==> src/rtl/reflex_round_ctrl.sv <==
// Round sequencer for the reflex trainer: gap, spawn, show, then time the
// player's reaction until a hit or timeout, tallying hits/misses and reaction times.
module reflex_round_ctrl #(
  parameter int TICK_DIV   = 100000,
  parameter int ROUNDS     = 10,
  parameter int GAP_MS     = 500,
  parameter int TIMEOUT_MS = 2000
) (
  input  logic        clk,
  input  logic        rst,
  input  logic        start,
  input  logic        hit,
  output logic        spawn,
  output logic        ball_visible,
  output logic [7:0]  hits,
  output logic [7:0]  misses,
  output logic [7:0]  round_idx,
  output logic [11:0] last_ms,
  output logic [11:0] best_ms,
  output logic        done,
  output logic [2:0]  state
);

  typedef enum logic [2:0] {
    IDLE  = 3'd0,
    GAP   = 3'd1,
    SPAWN = 3'd2,
    SHOW  = 3'd3,
    DONE  = 3'd4
  } state_t;

  localparam int              PW         = (TICK_DIV > 1) ? $clog2(TICK_DIV) : 1;
  localparam logic [PW-1:0]   PRESC_LAST = PW'(TICK_DIV - 1);
  localparam logic [11:0]     GAP_LAST   = 12'(GAP_MS - 1);
  localparam logic [11:0]     SHOW_LAST  = 12'(TIMEOUT_MS - 1);
  localparam logic [7:0]      ROUND_END  = 8'(ROUNDS);

  state_t        cur, nxt;
  logic [PW-1:0] presc;
  logic [11:0]   ms_cnt;
  logic          start_q;
  logic          start_edge;
  logic          tick;
  logic          hit_ev;
  logic          timeout_ev;
  logic          restart;
  logic [7:0]    round_next;

  assign state = cur;

  // A hit wins over a timeout landing in the same cycle.
  always_comb begin
    start_edge = start & ~start_q;
    tick       = (presc == PRESC_LAST);
    hit_ev     = (cur == SHOW) && hit;
    timeout_ev = (cur == SHOW) && !hit && tick && (ms_cnt == SHOW_LAST);
    restart    = ((cur == IDLE) || (cur == DONE)) && start_edge;
    round_next = round_idx + 8'd1;
    nxt        = cur;
    case (cur)
      IDLE, DONE: if (start_edge) nxt = GAP;
      GAP:        if (tick && (ms_cnt == GAP_LAST)) nxt = SPAWN;
      SPAWN:      nxt = SHOW;
      SHOW:       if (hit_ev || timeout_ev) nxt = (round_next == ROUND_END) ? DONE : GAP;
      default:    nxt = IDLE;
    endcase
  end

  always_ff @(posedge clk) begin
    if (!rst) begin
      cur          <= IDLE;
      presc        <= '0;
      ms_cnt       <= '0;
      start_q      <= 1'b0;
      hits         <= '0;
      misses       <= '0;
      round_idx    <= '0;
      last_ms      <= '0;
      best_ms      <= 12'hFFF;
      spawn        <= 1'b0;
      ball_visible <= 1'b0;
      done         <= 1'b0;
    end else begin
      cur          <= nxt;
      start_q      <= start;
      spawn        <= (nxt == SPAWN);
      ball_visible <= (nxt == SHOW);
      done         <= (nxt == DONE);

      // The millisecond timebase restarts from zero on entry to every state.
      if (nxt != cur) begin
        presc  <= '0;
        ms_cnt <= '0;
      end else begin
        presc <= tick ? '0 : presc + PW'(1);
        if (tick && (ms_cnt != 12'hFFF)) ms_cnt <= ms_cnt + 12'd1;
      end

      if (restart) begin
        hits      <= '0;
        misses    <= '0;
        round_idx <= '0;
        last_ms   <= '0;
      end else if (hit_ev) begin
        hits      <= hits + 8'd1;
        round_idx <= round_next;
        last_ms   <= ms_cnt;
        if (ms_cnt < best_ms) best_ms <= ms_cnt;
      end else if (timeout_ev) begin
        misses    <= misses + 8'd1;
        round_idx <= round_next;
      end
    end
  end

endmodule

==> config.mk <==
export PLATFORM = sky130hd
export DESIGN_NAME = reflex_round_ctrl
export DESIGN_NICKNAME = d
export VERILOG_FILES = /design/src/rtl/reflex_round_ctrl.sv
export SDC_FILE = /design/constraint.sdc
export NUM_CORES = 1
export LEC_CHECK = 0
export ABC_AREA = 1
export CAP_MARGIN = 20
export CORE_MARGIN = 2
export CORE_UTILIZATION = 30
export CTS_BUF_LIST = sky130_fd_sc_hd__clkbuf_16
export DETAILED_ROUTE_END_ITERATION = 8
export PLACE_DENSITY_LB_ADDON = 0.08
export SLEW_MARGIN = 10
export SYNTH_ARGS = -nofsm -noshare
export SYNTH_HDL_FRONTEND = slang
export SYNTH_SLANG_ARGS = --single-unit
==> constraint.sdc <==
create_clock -name clk -period 2 [get_ports clk]
set_input_delay 0.2 -clock clk [delete_from_list [all_inputs] [get_ports clk]]
set_output_delay 0.2 -clock clk [all_outputs]
set_load 0.005 [all_outputs]
==> flow_metrics.py, run 1 <==
metrics = {
    "grt": {
        "first_global_vias": 3567,
        "grt_overflow": 0,
        "grtUsageTotal_pct": 15.1,
        "grt_start_max_net_pins": 27,
        "grt_first_pass_wirelength_mm": 17.4,
        "number_of_antenna_violations_at_the_first_check_in_global_routing": 0,
    },
    "sta": {
        "unrepaired_setup_endpoints_after_global_routing": "no",
        "setup_tns_ns": 0,
        "max-slew-margin-rel_pct": 72.1,
        "fin_crit_ns": 1.87,
        "max_freq_mhz": 536,
        "post-route-period-util_pct": 93.4,
        "setup_violations": 0,
        "worstMarginPinSlew_ns": 0.416,
        "skew_ns": 0.00988,
        "timing.final.hold_violations": 0,
        "maxSlewViolCount": 0,
    },
    "min_path": {
        "worst_hold_startpoint": "presc[0]$_SDFF_PP0_",
        "hold_path_class": "flip-flop to flip-flop",
    },
    "power_and_ir_drop": {
        "ir_worst_vdd_mv": 0.389,
        "cellPowerDensity_mw_per_mm2": 637,
        "cellLeakagePower_nw": 2.36,
    },
    "worst_setup_path": {
        "cpMaxStageDelayCell": "sky130_fd_sc_hd__dfxtp_1",
        "crit_chain": "inv_1, nand2_1, nor2_2, nand2_1, buf_4, nand2_4, nand2_4, nand2_2, nand2_4, nand4_4, clkbuf_16, nor2_4",
        "setup.worst_path.start": "state[2]$_SDFF_PN0_",
        "required_ns": 2.23,
        "worst_setup_path_end_kind": "flip-flop",
        "r2r_start": "state[2]$_SDFF_PN0_",
        "startpoint_type": "flip-flop",
        "timing.critical_path.slowest_cell_delay_ns": 0.36,
        "cp_max_fo": 5,
        "critical_path.most_common_cell": "sky130_fd_sc_hd__nand2_4",
        "critical_path_arrival_ns": 2.10,
        "worstPathBufferInverterCount": 3,
        "criticalPathCategory": "flip-flop to flip-flop",
        "critPathTopFamily": "simple AND/OR/NAND/NOR gates",
    },
    "layout": {
        "drive_above_1_share_pct": 16.5,
        "post_route_utilization_pct": 40.9,
        "finish.net_count": 667,
        "signed_area_change_from_the_synthesized_netlist_to_the_final_layout_pct": 33.8,
        "final_common_cell": "sky130_fd_sc_hd__nand2_1",
        "finalInstanceArea_mm2": 0.00563,
        "antenna_cells": 0,
        "most_frequent_cells_in_the_layout": "sky130_fd_sc_hd__nand2_1, sky130_fd_sc_hd__inv_1, sky130_fd_sc_hd__dfxtp_1",
    },
    "floorplan": {
        "i_o_pin_cnt": 58,
        "die_w_um": 122,
        "number_of_rows_created_at_floorplan": 43,
        "core_region_area_mm2": 0.0138,
        "dieArea_mm2": 0.0150,
        "start_util_pct": 30.6,
        "die_height_um": 122,
    },
    "clocking": {
        "clk_transition_reported_paths_ns": 0.06,
        "cts.path.max_buffers": 2,
        "clock_tree.htree_level_count": 3,
        "clkSinkCount": 84,
        "clockRootBuffer": "sky130_fd_sc_hd__clkbuf_16",
        "hold_buffers": 0,
        "tritoncts": "built",
        "cts_buffers": 9,
        "clock_insertion_delay_worst_skew_ns": 0.35,
    },
    "synthesis": {
        "ys_types": 37,
        "ys_ff_latch": 84,
        "synth_fp_nets": 573,
        "seq_area_frac_synth_pct": 40.0,
        "synthesis.instances": 552,
        "synthesis.yosys.warnings": 0,
        "synthesis.area_mm2": 0.00421,
        "syn_avg_cell_area_um2": 7.63,
    },
    "detailed_routing": {
        "wl_per_cell_um": 13.0,
        "detail-route-antenna-nets": 0,
        "drtIter0Drc": 219,
        "vias_per_cell": 4.57,
        "via_count": 3789,
        "drt_drc_violations_left": 0,
        "drt_pre_antenna_iters": 4,
        "routed_wirelength_mm": 10.8,
    },
    "place": {
        "postPlaceCellArea_mm2": 0.00525,
        "port_buffers": 57,
        "gpl.final_weighted_congestion": 0.767,
        "detail_placement_hpwl_mm": 8.11,
    },
    "job": {
        "cap_violations": 0,
    },
    "run_status": {
        "run_status": "finished clean",
    },
}
## worst reg2reg max path: stages (launching register included)
cell and delay, ns:
sky130_fd_sc_hd__dfxtp_1 0.36, sky130_fd_sc_hd__inv_1 0.07, sky130_fd_sc_hd__nand2_1 0.08, sky130_fd_sc_hd__nor2_2 0.17, sky130_fd_sc_hd__nand2_1 0.22, sky130_fd_sc_hd__buf_4 0.21
sky130_fd_sc_hd__nand2_4 0.07, sky130_fd_sc_hd__nand2_4 0.06, sky130_fd_sc_hd__nand2_2 0.09, sky130_fd_sc_hd__nand2_4 0.06, sky130_fd_sc_hd__nand4_4 0.15, sky130_fd_sc_hd__clkbuf_16 0.19
sky130_fd_sc_hd__nor2_4 0.03
## worst paths after layout
path | end | slack, ns | cells past startpoint
min | presc[0]$_SDFF_PP0_ | 0.44 | 1
max | presc[8]$_SDFF_PP0_ | 0.13 | 12
min reg2reg | presc[0]$_SDFF_PP0_ | 0.44 | 1
max reg2reg | presc[8]$_SDFF_PP0_ | 0.13 | 12
## flip-flops by register name, indices dropped and copies added (netlist names)
signal	flops
ms_cnt	12
hits	8
misses	8
best_ms	12
round_idx	8
ball_visible	1
state	3
last_ms	12
done	1
start_q	1
presc	17
spawn	1
## cells in the mapped netlist
cell type / number / area, um2
sky130_fd_sc_hd__a21oi_1: 39 / 195
sky130_fd_sc_hd__nand4_4: 1 / 21.3
sky130_fd_sc_hd__a211oi_1: 2 / 15.0
sky130_fd_sc_hd__nor2_2: 5 / 31.3
sky130_fd_sc_hd__nand3_2: 4 / 40.0
sky130_fd_sc_hd__nor2_1: 59 / 221
sky130_fd_sc_hd__inv_1: 77 / 289
sky130_fd_sc_hd__o31ai_1: 1 / 7.51
sky130_fd_sc_hd__xor2_1: 24 / 210
sky130_fd_sc_hd__inv_2: 12 / 45.0
sky130_fd_sc_hd__nor4_1: 2 / 12.5
sky130_fd_sc_hd__nand2_4: 3 / 33.8
sky130_fd_sc_hd__o21bai_1: 1 / 7.51
sky130_fd_sc_hd__nand2_1: 81 / 304
sky130_fd_sc_hd__o21ai_1: 2 / 10.0
sky130_fd_sc_hd__nand4_1: 17 / 106
sky130_fd_sc_hd__buf_4: 1 / 7.51
sky130_fd_sc_hd__nor3b_1: 1 / 7.51
sky130_fd_sc_hd__and3_1: 1 / 6.26
sky130_fd_sc_hd__nor3_1: 14 / 70.1
sky130_fd_sc_hd__xnor2_1: 3 / 26.3
sky130_fd_sc_hd__nand2_2: 6 / 37.5
sky130_fd_sc_hd__a31oi_1: 1 / 6.26
sky130_fd_sc_hd__ha_1: 17 / 213
sky130_fd_sc_hd__clkbuf_2: 1 / 5.00
sky130_fd_sc_hd__clkbuf_1: 8 / 30.0
sky130_fd_sc_hd__clkinv_1: 1 / 3.75
sky130_fd_sc_hd__nand4_2: 2 / 25.0
sky130_fd_sc_hd__dfxtp_1: 84 / 1680
sky130_fd_sc_hd__nor3_2: 3 / 30.0
sky130_fd_sc_hd__buf_12: 1 / 20.0
sky130_fd_sc_hd__o21ai_0: 27 / 135
sky130_fd_sc_hd__o21a_1: 1 / 7.51
sky130_fd_sc_hd__buf_2: 1 / 5.00
sky130_fd_sc_hd__nand3_1: 27 / 135
sky130_fd_sc_hd__nor2_4: 11 / 124
sky130_fd_sc_hd__o211ai_1: 11 / 82.6
## metal layers
| layer | GRT usage [%] | share of wire [%] |
|---|---|---|
| met5 | 0 | 0 |
| met4 | 6.03 | 2.2 |
| met3 | 3.95 | 4.2 |
| met2 | 23.6 | 45 |
| met1 | 19.7 | 49 |
## cell families (layout without fill, tap and decap cells)
| family | count (synthesis) | count (layout) | synth area share, % |
|---|---|---|---|
| XOR/XNOR | 27 | 27 | 5.62 |
| buffers and inverters | 102 | 199 | 9.63 |
| AO/OA/AOI/OAI | 85 | 85 | 11.1 |
| flip-flops | 84 | 84 | 40.0 |
| adder cells (fa/ha/maj) | 17 | 17 | 5.05 |
| AND/OR/NAND/NOR | 237 | 237 | 28.7 |
## through the flow
| stage | hold WS, ns | power [mW] | std cells | setup slack, ns |
|---|---|---|---|---|
| 6_report | 0.437 | 3.59 | 829 | 0.133 |
| 5_1_grt | 0.450 | 3.72 | 829 | 0.00975 |
| 4_1_cts | 0.445 | 3.61 | 827 | 0.0484 |
| 3_5_place_dp | 0.439 | 1.89 | 813 | 0.0677 |
| 3_3_place_gp | 0.427 | 1.89 | 813 | 0.0685 |
| 2_1_floorplan | 0.293 | 1.82 | 552 | 0.191 |
## where the power goes
group / leakage [nW] / switching (mW) / internal (mW) / total, mW
logic: 1.53 / 0.102 / 0.0749 / 0.177
clock network: 0.151 / 0.653 / 1.07 / 1.72
registers: 0.681 / 0.00719 / 1.68 / 1.69
total: 2.36 / 0.763 / 2.82 / 3.59
## area by class of cell
| cell class | instances | area (um2) |
|---|---|---|
| fillers | 1456 | 8140 |
| well taps | 180 | 225 |
| multi-input cells | 366 | 2170 |
| repair buffers | 95 | 911 |
| clock inverters | 5 | 71.3 |
| inverters | 90 | 338 |
| flip-flops and latches | 84 | 1690 |
| clock buffers | 9 | 225 |
## what timing repair did
item / 4_1_cts / 5_1_grt
resized for setup: 0 / 16
setup buffers: 0 / 1
setup endpoints to repair: 0 / 30
Note: power is estimated with default switching activity, not from simulation.
==> run 2, diff against run 1 <==
--- a/config.mk
+++ b/config.mk
@@ -7,12 +7,14 @@
 export LEC_CHECK = 0
 export ABC_AREA = 1
 export CAP_MARGIN = 20
+export CORE_ASPECT_RATIO = 0.6
 export CORE_MARGIN = 2
 export CORE_UTILIZATION = 30
 export CTS_BUF_LIST = sky130_fd_sc_hd__clkbuf_16
 export DETAILED_ROUTE_END_ITERATION = 8
 export PLACE_DENSITY_LB_ADDON = 0.08
-export SLEW_MARGIN = 10
+export REMOVE_ABC_BUFFERS = 1
+export SLEW_MARGIN = 25
 export SYNTH_ARGS = -nofsm -noshare
 export SYNTH_HDL_FRONTEND = slang
 export SYNTH_SLANG_ARGS = --single-unit
==> run 2 against run 1 <==
Effect of this change:
- clock power is 4% lower
- sequential share of layout area shrank 0.47 points
- largest cell class unchanged
- non-clock buffer count up 6
- critical path type unchanged
- die area is 0.20% higher
- via count fell by 0.79%
- critical path depth did not move
- global-route usage up 0.83 points
- maximum frequency grew 0.23%
- register-to-register slack about the same
- wire length increased by 6.7%
==> flow_metrics.py, run 2 (synthesized netlist as in run 1, its figures left out) <==
metrics = {
    "job": {
        "cap_violations": 0,
    },
    "worst_setup_path": {
        "critPathTopFamily": "simple AND/OR/NAND/NOR gates",
        "cp_max_fo": 7,
        "timing.critical_path.slowest_cell_delay_ns": 0.44,
        "ff2ff_path_depth": 12,
        "reg2reg_slack_ns": 0.14,
        "criticalPathCategory": "flip-flop to flip-flop",
        "worst_setup_path_end_kind": "flip-flop",
        "r2r_start": "round_idx[2]$_SDFFE_PP0P_",
        "crit_chain": "inv_1, nor2_1, nand3_1, nand2_1, nand3_1, nor2_2, nand2_4, nand2_4, nand2_4, nand4_4, buf_12, nor2_4",
        "startpoint_type": "flip-flop",
        "crit_cells": 12,
        "setup.worst_path.start": "round_idx[2]$_SDFFE_PP0P_",
        "cpMaxStageDelayCell": "sky130_fd_sc_hd__dfxtp_1",
        "worstPathBufferInverterCount": 2,
        "worstReg2RegEnd": "presc[13]$_SDFF_PP0_",
        "critical_path.most_common_cell": "sky130_fd_sc_hd__nand2_4",
        "required_ns": 2.23,
        "critical_path_arrival_ns": 2.09,
        "crit_path_end": "presc[13]$_SDFF_PP0_",
    },
    "clocking": {
        "clkSinkCount": 84,
        "clk_transition_reported_paths_ns": 0.06,
        "tritoncts": "built",
        "clockRootBuffer": "sky130_fd_sc_hd__clkbuf_16",
        "cts.path.max_buffers": 2,
        "clock_tree.htree_level_count": 3,
        "cts_buffers": 9,
        "hold_buffers": 0,
        "clock_insertion_delay_worst_skew_ns": 0.34,
    },
    "sta": {
        "post-route-period-util_pct": 93.1,
        "worstMarginPinSlew_ns": 0.437,
        "maxSlewViolCount": 0,
        "skew_ns": 0.0110,
        "timing.final.hold_violations": 0,
        "max-slew-margin-rel_pct": 70.6,
        "fin_crit_ns": 1.86,
        "setup_violations": 0,
        "max_freq_mhz": 537,
        "setup_tns_ns": 0,
    },
    "layout": {
        "post_route_utilization_pct": 41.9,
        "filler_cell_count": 1365,
        "largest_reg_flops": 17,
        "finish.net_count": 673,
        "signed_area_change_from_the_synthesized_netlist_to_the_final_layout_pct": 36.1,
        "final_common_cell": "sky130_fd_sc_hd__nand2_1",
        "regMostFlops": "presc",
        "most_frequent_cells_in_the_layout": "sky130_fd_sc_hd__nand2_1, sky130_fd_sc_hd__inv_1, sky130_fd_sc_hd__dfxtp_1",
        "drive_above_1_share_pct": 18.7,
        "antenna_cells": 0,
        "layoutNonFillerInstCount": 849,
        "finalInstanceArea_mm2": 0.00573,
    },
    "grt": {
        "grtUsageTotal_pct": 15.9,
        "grt_first_pass_wirelength_mm": 18.2,
        "first_global_vias": 3445,
        "number_of_antenna_violations_at_the_first_check_in_global_routing": 0,
        "grt_start_max_net_pins": 23,
        "grt_overflow": 0,
    },
    "detailed_routing": {
        "drtIter0Drc": 193,
        "drt_pre_antenna_iters": 4,
        "via_count": 3759,
        "vias_per_cell": 4.43,
        "wl_per_cell_um": 13.5,
        "detail-route-antenna-nets": 0,
        "routed_wirelength_mm": 11.5,
        "drt_drc_violations_left": 0,
    },
    "floorplan": {
        "start_util_pct": 30.8,
        "core_region_area_mm2": 0.0137,
        "i_o_pin_cnt": 58,
        "die_w_um": 157,
        "dieArea_mm2": 0.0150,
        "number_of_rows_created_at_floorplan": 33,
        "die_height_um": 95.8,
    },
    "power_and_ir_drop": {
        "cellPowerDensity_mw_per_mm2": 615,
        "cellLeakagePower_nw": 2.38,
        "ir_worst_vdd_mv": 0.459,
    },
    "run_status": {
        "run_status": "finished clean",
    },
    "place": {
        "placed_cells_incl_taps": 830,
        "port_buffers": 57,
        "postPlaceCellArea_mm2": 0.00530,
        "detail_placement_hpwl_mm": 8.92,
        "gpl.final_weighted_congestion": 0.819,
    },
    "min_path": {
        "hold_path_class": "input port to flip-flop",
    },
}
## run 2: changes by cell type in the layout (fill, tap and decap cells not counted), sizes merged
cell / previous run / this run
clkinv: 2 / 4
clkinvlp: 0 / 1
bufinv: 2 / 1
clkbuf: 10 / 9
buf: 37 / 44
## run 2: final cells by class
type                       count  area (um2)  share of cell area (%)
tap                          192         240                    4.19
timing repair buffer         101         938                    16.4
clock buffer                   9         225                    3.93
clock inverter                 7        67.6                    1.18
sequential                    84        1690                    29.6
multi-input combinational    366        2230                    38.9
inverter                      90         338                    5.90
## run 2: worst min-delay path by stage
stage	start	end	slack, ns	depth (start not counted)
finish	start	start_q$_SDFF_PN0_	0.44	3
global route	start	start_q$_SDFF_PN0_	0.45	3
CTS	start	start_q$_SDFF_PN0_	0.44	3
detailed placement	last_ms[7]$_SDFFE_PP0P_	last_ms[7]$_SDFFE_PP0P_	0.47	2
global placement	presc[0]$_SDFF_PP0_	presc[0]$_SDFF_PP0_	0.43	1
floorplan	rst	best_ms[7]$_SDFFE_PN1P_	0.28	1
## run 2: per-layer routing
metal / GRT usage, % / wire [um]
met4: 3.06 / 83
met2: 21.6 / 4470
met5: 0 / 0
met3: 3.96 / 603
met1: 24.9 / 6320
## run 2: repair_timing
action | in CTS | in global routing
cloned | 0 | 0
buffers inserted | 0 | 3
pin swaps | 0 | 7
resized for setup | 1 | 28
setup endpoints to repair | 12 | 42
## run 2: worst min-delay path, stage by stage
cell                              delay, ns
sky130_fd_sc_hd__clkdlybuf4s50_1       0.43
sky130_fd_sc_hd__nand2_1               0.07
sky130_fd_sc_hd__inv_1                 0.04
## run 2: where the power goes
group	switching, mW	internal (mW)
Combinational	0.111	0.0707
Clock	0.688	0.963
Sequential	0.00732	1.68
## run 2: through the flow
stage	setup slack, ns	hold WS, ns	total power, mW
after floorplan	0.0108	0.285	1.80
after global placement	-0.0618	0.432	1.88
after detailed placement	-0.0685	0.467	1.88
after CTS	0.00664	0.436	3.56
after global routing	-0.0127	0.453	3.66
final	0.137	0.441	3.52
==> run 3, diff against run 2 <==
--- a/config.mk
+++ b/config.mk
@@ -8,8 +8,7 @@
 export ABC_AREA = 1
 export CAP_MARGIN = 20
 export CORE_ASPECT_RATIO = 0.6
-export CORE_MARGIN = 2
-export CORE_UTILIZATION = 30
+export CORE_UTILIZATION = 55
 export CTS_BUF_LIST = sky130_fd_sc_hd__clkbuf_16
 export DETAILED_ROUTE_END_ITERATION = 8
 export PLACE_DENSITY_LB_ADDON = 0.08
==> run 3 against run 2 <==
Effect of this change:
- combinational power shrank 4%
- highest routed layer unchanged
- largest cell class unchanged
- critical path type unchanged
- die area down 47%
- maximum frequency down 2.2%
- critical endpoint unchanged
==> flow_metrics.py, run 3 (synthesized netlist as in run 1, its figures left out) <==
metrics = {
    "run_status": {
        "run_status": "finished clean",
    },
    "sta": {
        "setup_violations": 0,
        "holdWs_ns": 0.419,
        "post-route-period-util_pct": 95.2,
        "max_freq_mhz": 525,
        "skew_ns": 0.00821,
        "worstMarginPinSlew_ns": 0.467,
        "timing.final.hold_violations": 0,
        "fin_crit_ns": 1.90,
        "layout_setup_ws_ns": 0.0955,
        "max-slew-margin-rel_pct": 68.7,
        "maxSlewViolCount": 0,
    },
    "floorplan": {
        "die_height_um": 69.8,
        "core_region_area_mm2": 0.00733,
        "i_o_pin_cnt": 58,
        "number_of_rows_created_at_floorplan": 24,
        "die_w_um": 115,
        "dieArea_mm2": 0.00802,
        "start_util_pct": 57.4,
    },
    "layout": {
        "finish.net_count": 656,
        "drive_above_1_share_pct": 16.4,
        "regMostFlops": "presc",
        "finalInstanceArea_mm2": 0.00546,
        "antenna_cells": 0,
        "largest_reg_flops": 17,
        "signed_area_change_from_the_synthesized_netlist_to_the_final_layout_pct": 29.7,
        "final_common_cell": "sky130_fd_sc_hd__nand2_1",
        "most_frequent_cells_in_the_layout": "sky130_fd_sc_hd__nand2_1, sky130_fd_sc_hd__inv_1, sky130_fd_sc_hd__dfxtp_1",
        "post_route_utilization_pct": 74.5,
        "filler_cell_count": 575,
    },
    "clocking": {
        "clockRootBuffer": "sky130_fd_sc_hd__clkbuf_16",
        "clkSinkCount": 84,
        "cts_buffers": 9,
        "clock_tree.htree_level_count": 3,
        "clk_transition_reported_paths_ns": 0.06,
        "tritoncts": "built",
        "clock_insertion_delay_worst_skew_ns": 0.34,
        "hold_buffers": 0,
        "cts.path.max_buffers": 2,
    },
    "grt": {
        "gr-usage-met2_pct": 40.8,
        "grt_start_max_net_pins": 18,
        "grtUsageTotal_pct": 26.7,
        "number_of_antenna_violations_at_the_first_check_in_global_routing": 0,
        "grt_first_pass_wirelength_mm": 16.7,
        "grt.met3_usage_pct": 7.17,
        "grt_overflow": 0,
        "grt.busiest_layer": "met2",
        "first_global_vias": 3589,
        "globalRouteMet1Util_pct": 36.7,
    },
    "detailed_routing": {
        "drt_drc_violations_left": 0,
        "vias_per_cell": 5.14,
        "wl_per_cell_um": 13.8,
        "drtIter0Drc": 234,
        "detail-route-antenna-nets": 0,
        "drt_pre_antenna_iters": 5,
        "routed_wirelength_mm": 10.3,
        "via_count": 3821,
    },
    "worst_setup_path": {
        "setup.worst_path.start": "presc[0]$_SDFF_PP0_",
        "r2r_start": "presc[0]$_SDFF_PP0_",
        "cp_max_fo": 8,
        "required_ns": 2.22,
        "worst_setup_path_end_kind": "flip-flop",
        "startpoint_type": "flip-flop",
        "critical_path_arrival_ns": 2.13,
        "criticalPathCategory": "flip-flop to flip-flop",
    },
    "power_and_ir_drop": {
        "cellPowerDensity_mw_per_mm2": 633,
        "ir_worst_vdd_mv": 0.493,
        "cellLeakagePower_nw": 2.30,
    },
    "min_path": {
        "hold_path_class": "input port to flip-flop",
        "worst_hold_startpoint": "start",
    },
    "place": {
        "detail_placement_hpwl_mm": 7.48,
        "postPlaceCellArea_mm2": 0.00503,
        "port_buffers": 57,
        "gpl.final_weighted_congestion": 0.928,
        "place_ws_ns": -0.0984,
    },
    "job": {
        "cap_violations": 0,
    },
}
[run 3: repair_timing]
action,in CTS,in global routing
gates resized for setup,0,25
pin swaps,0,6
setup endpoints to repair,1,31
gates cloned,0,1
setup buffers,0,4
[run 3: where the power goes]
group	internal [mW]	switching [mW]	total [mW]
clock network	0.949	0.647	1.60
registers	1.68	0.00725	1.69
logic	0.0677	0.105	0.173
[run 3: layer usage]
layer / up-vias / wire length, um
met3: 11 / 642
met1: 1751 / 4960
met4: 0 / 121
met5: - / 0
li1: 1953 / -
met2: 106 / 4570
[run 3: critical path: stages (launching register included)]
cell	delay, ns
sky130_fd_sc_hd__dfxtp_2	0.36
sky130_fd_sc_hd__ha_4	0.15
sky130_fd_sc_hd__nand3_4	0.07
sky130_fd_sc_hd__inv_2	0.10
sky130_fd_sc_hd__nand3_2	0.10
sky130_fd_sc_hd__nor2_4	0.21
sky130_fd_sc_hd__nand2_4	0.12
sky130_fd_sc_hd__nand2_4	0.08
sky130_fd_sc_hd__nand2_4	0.07
sky130_fd_sc_hd__nand2_4	0.09
sky130_fd_sc_hd__nand2_4	0.07
sky130_fd_sc_hd__nand4_4	0.14
sky130_fd_sc_hd__clkbuf_16	0.21
sky130_fd_sc_hd__nor2_4	0.03
[run 3: worst paths after layout]
check	end	slack, ns	cells past startpoint
setup reg to reg	presc[13]$_SDFF_PP0_	0.1	13
hold reg to reg	presc[0]$_SDFF_PP0_	0.45	1
setup / recovery	presc[13]$_SDFF_PP0_	0.1	13
hold / removal	start_q$_SDFF_PN0_	0.42	3
[run 3: cell type report]
type	count	area (um2)	area share [%]
Inverter	90	338	6.19
Sequential cell	84	1690	31.0
Clock buffer	9	225	4.13
Tap cell	104	130	2.38
Multi-Input combinational cell	366	2200	40.2
Clock inverter	7	58.8	1.08
Timing Repair Buffer	84	816	14.9
[run 3: stage by stage]
step	cells	setup TNS [ns]	total power, mW
after global placement	723	-0.0133	1.87
after detailed placement	723	-1.14	1.87
after CTS	739	-0.00348	3.47
after floorplan	540	0	1.80
after global routing	744	-0.125	3.58
final	744	0	3.46
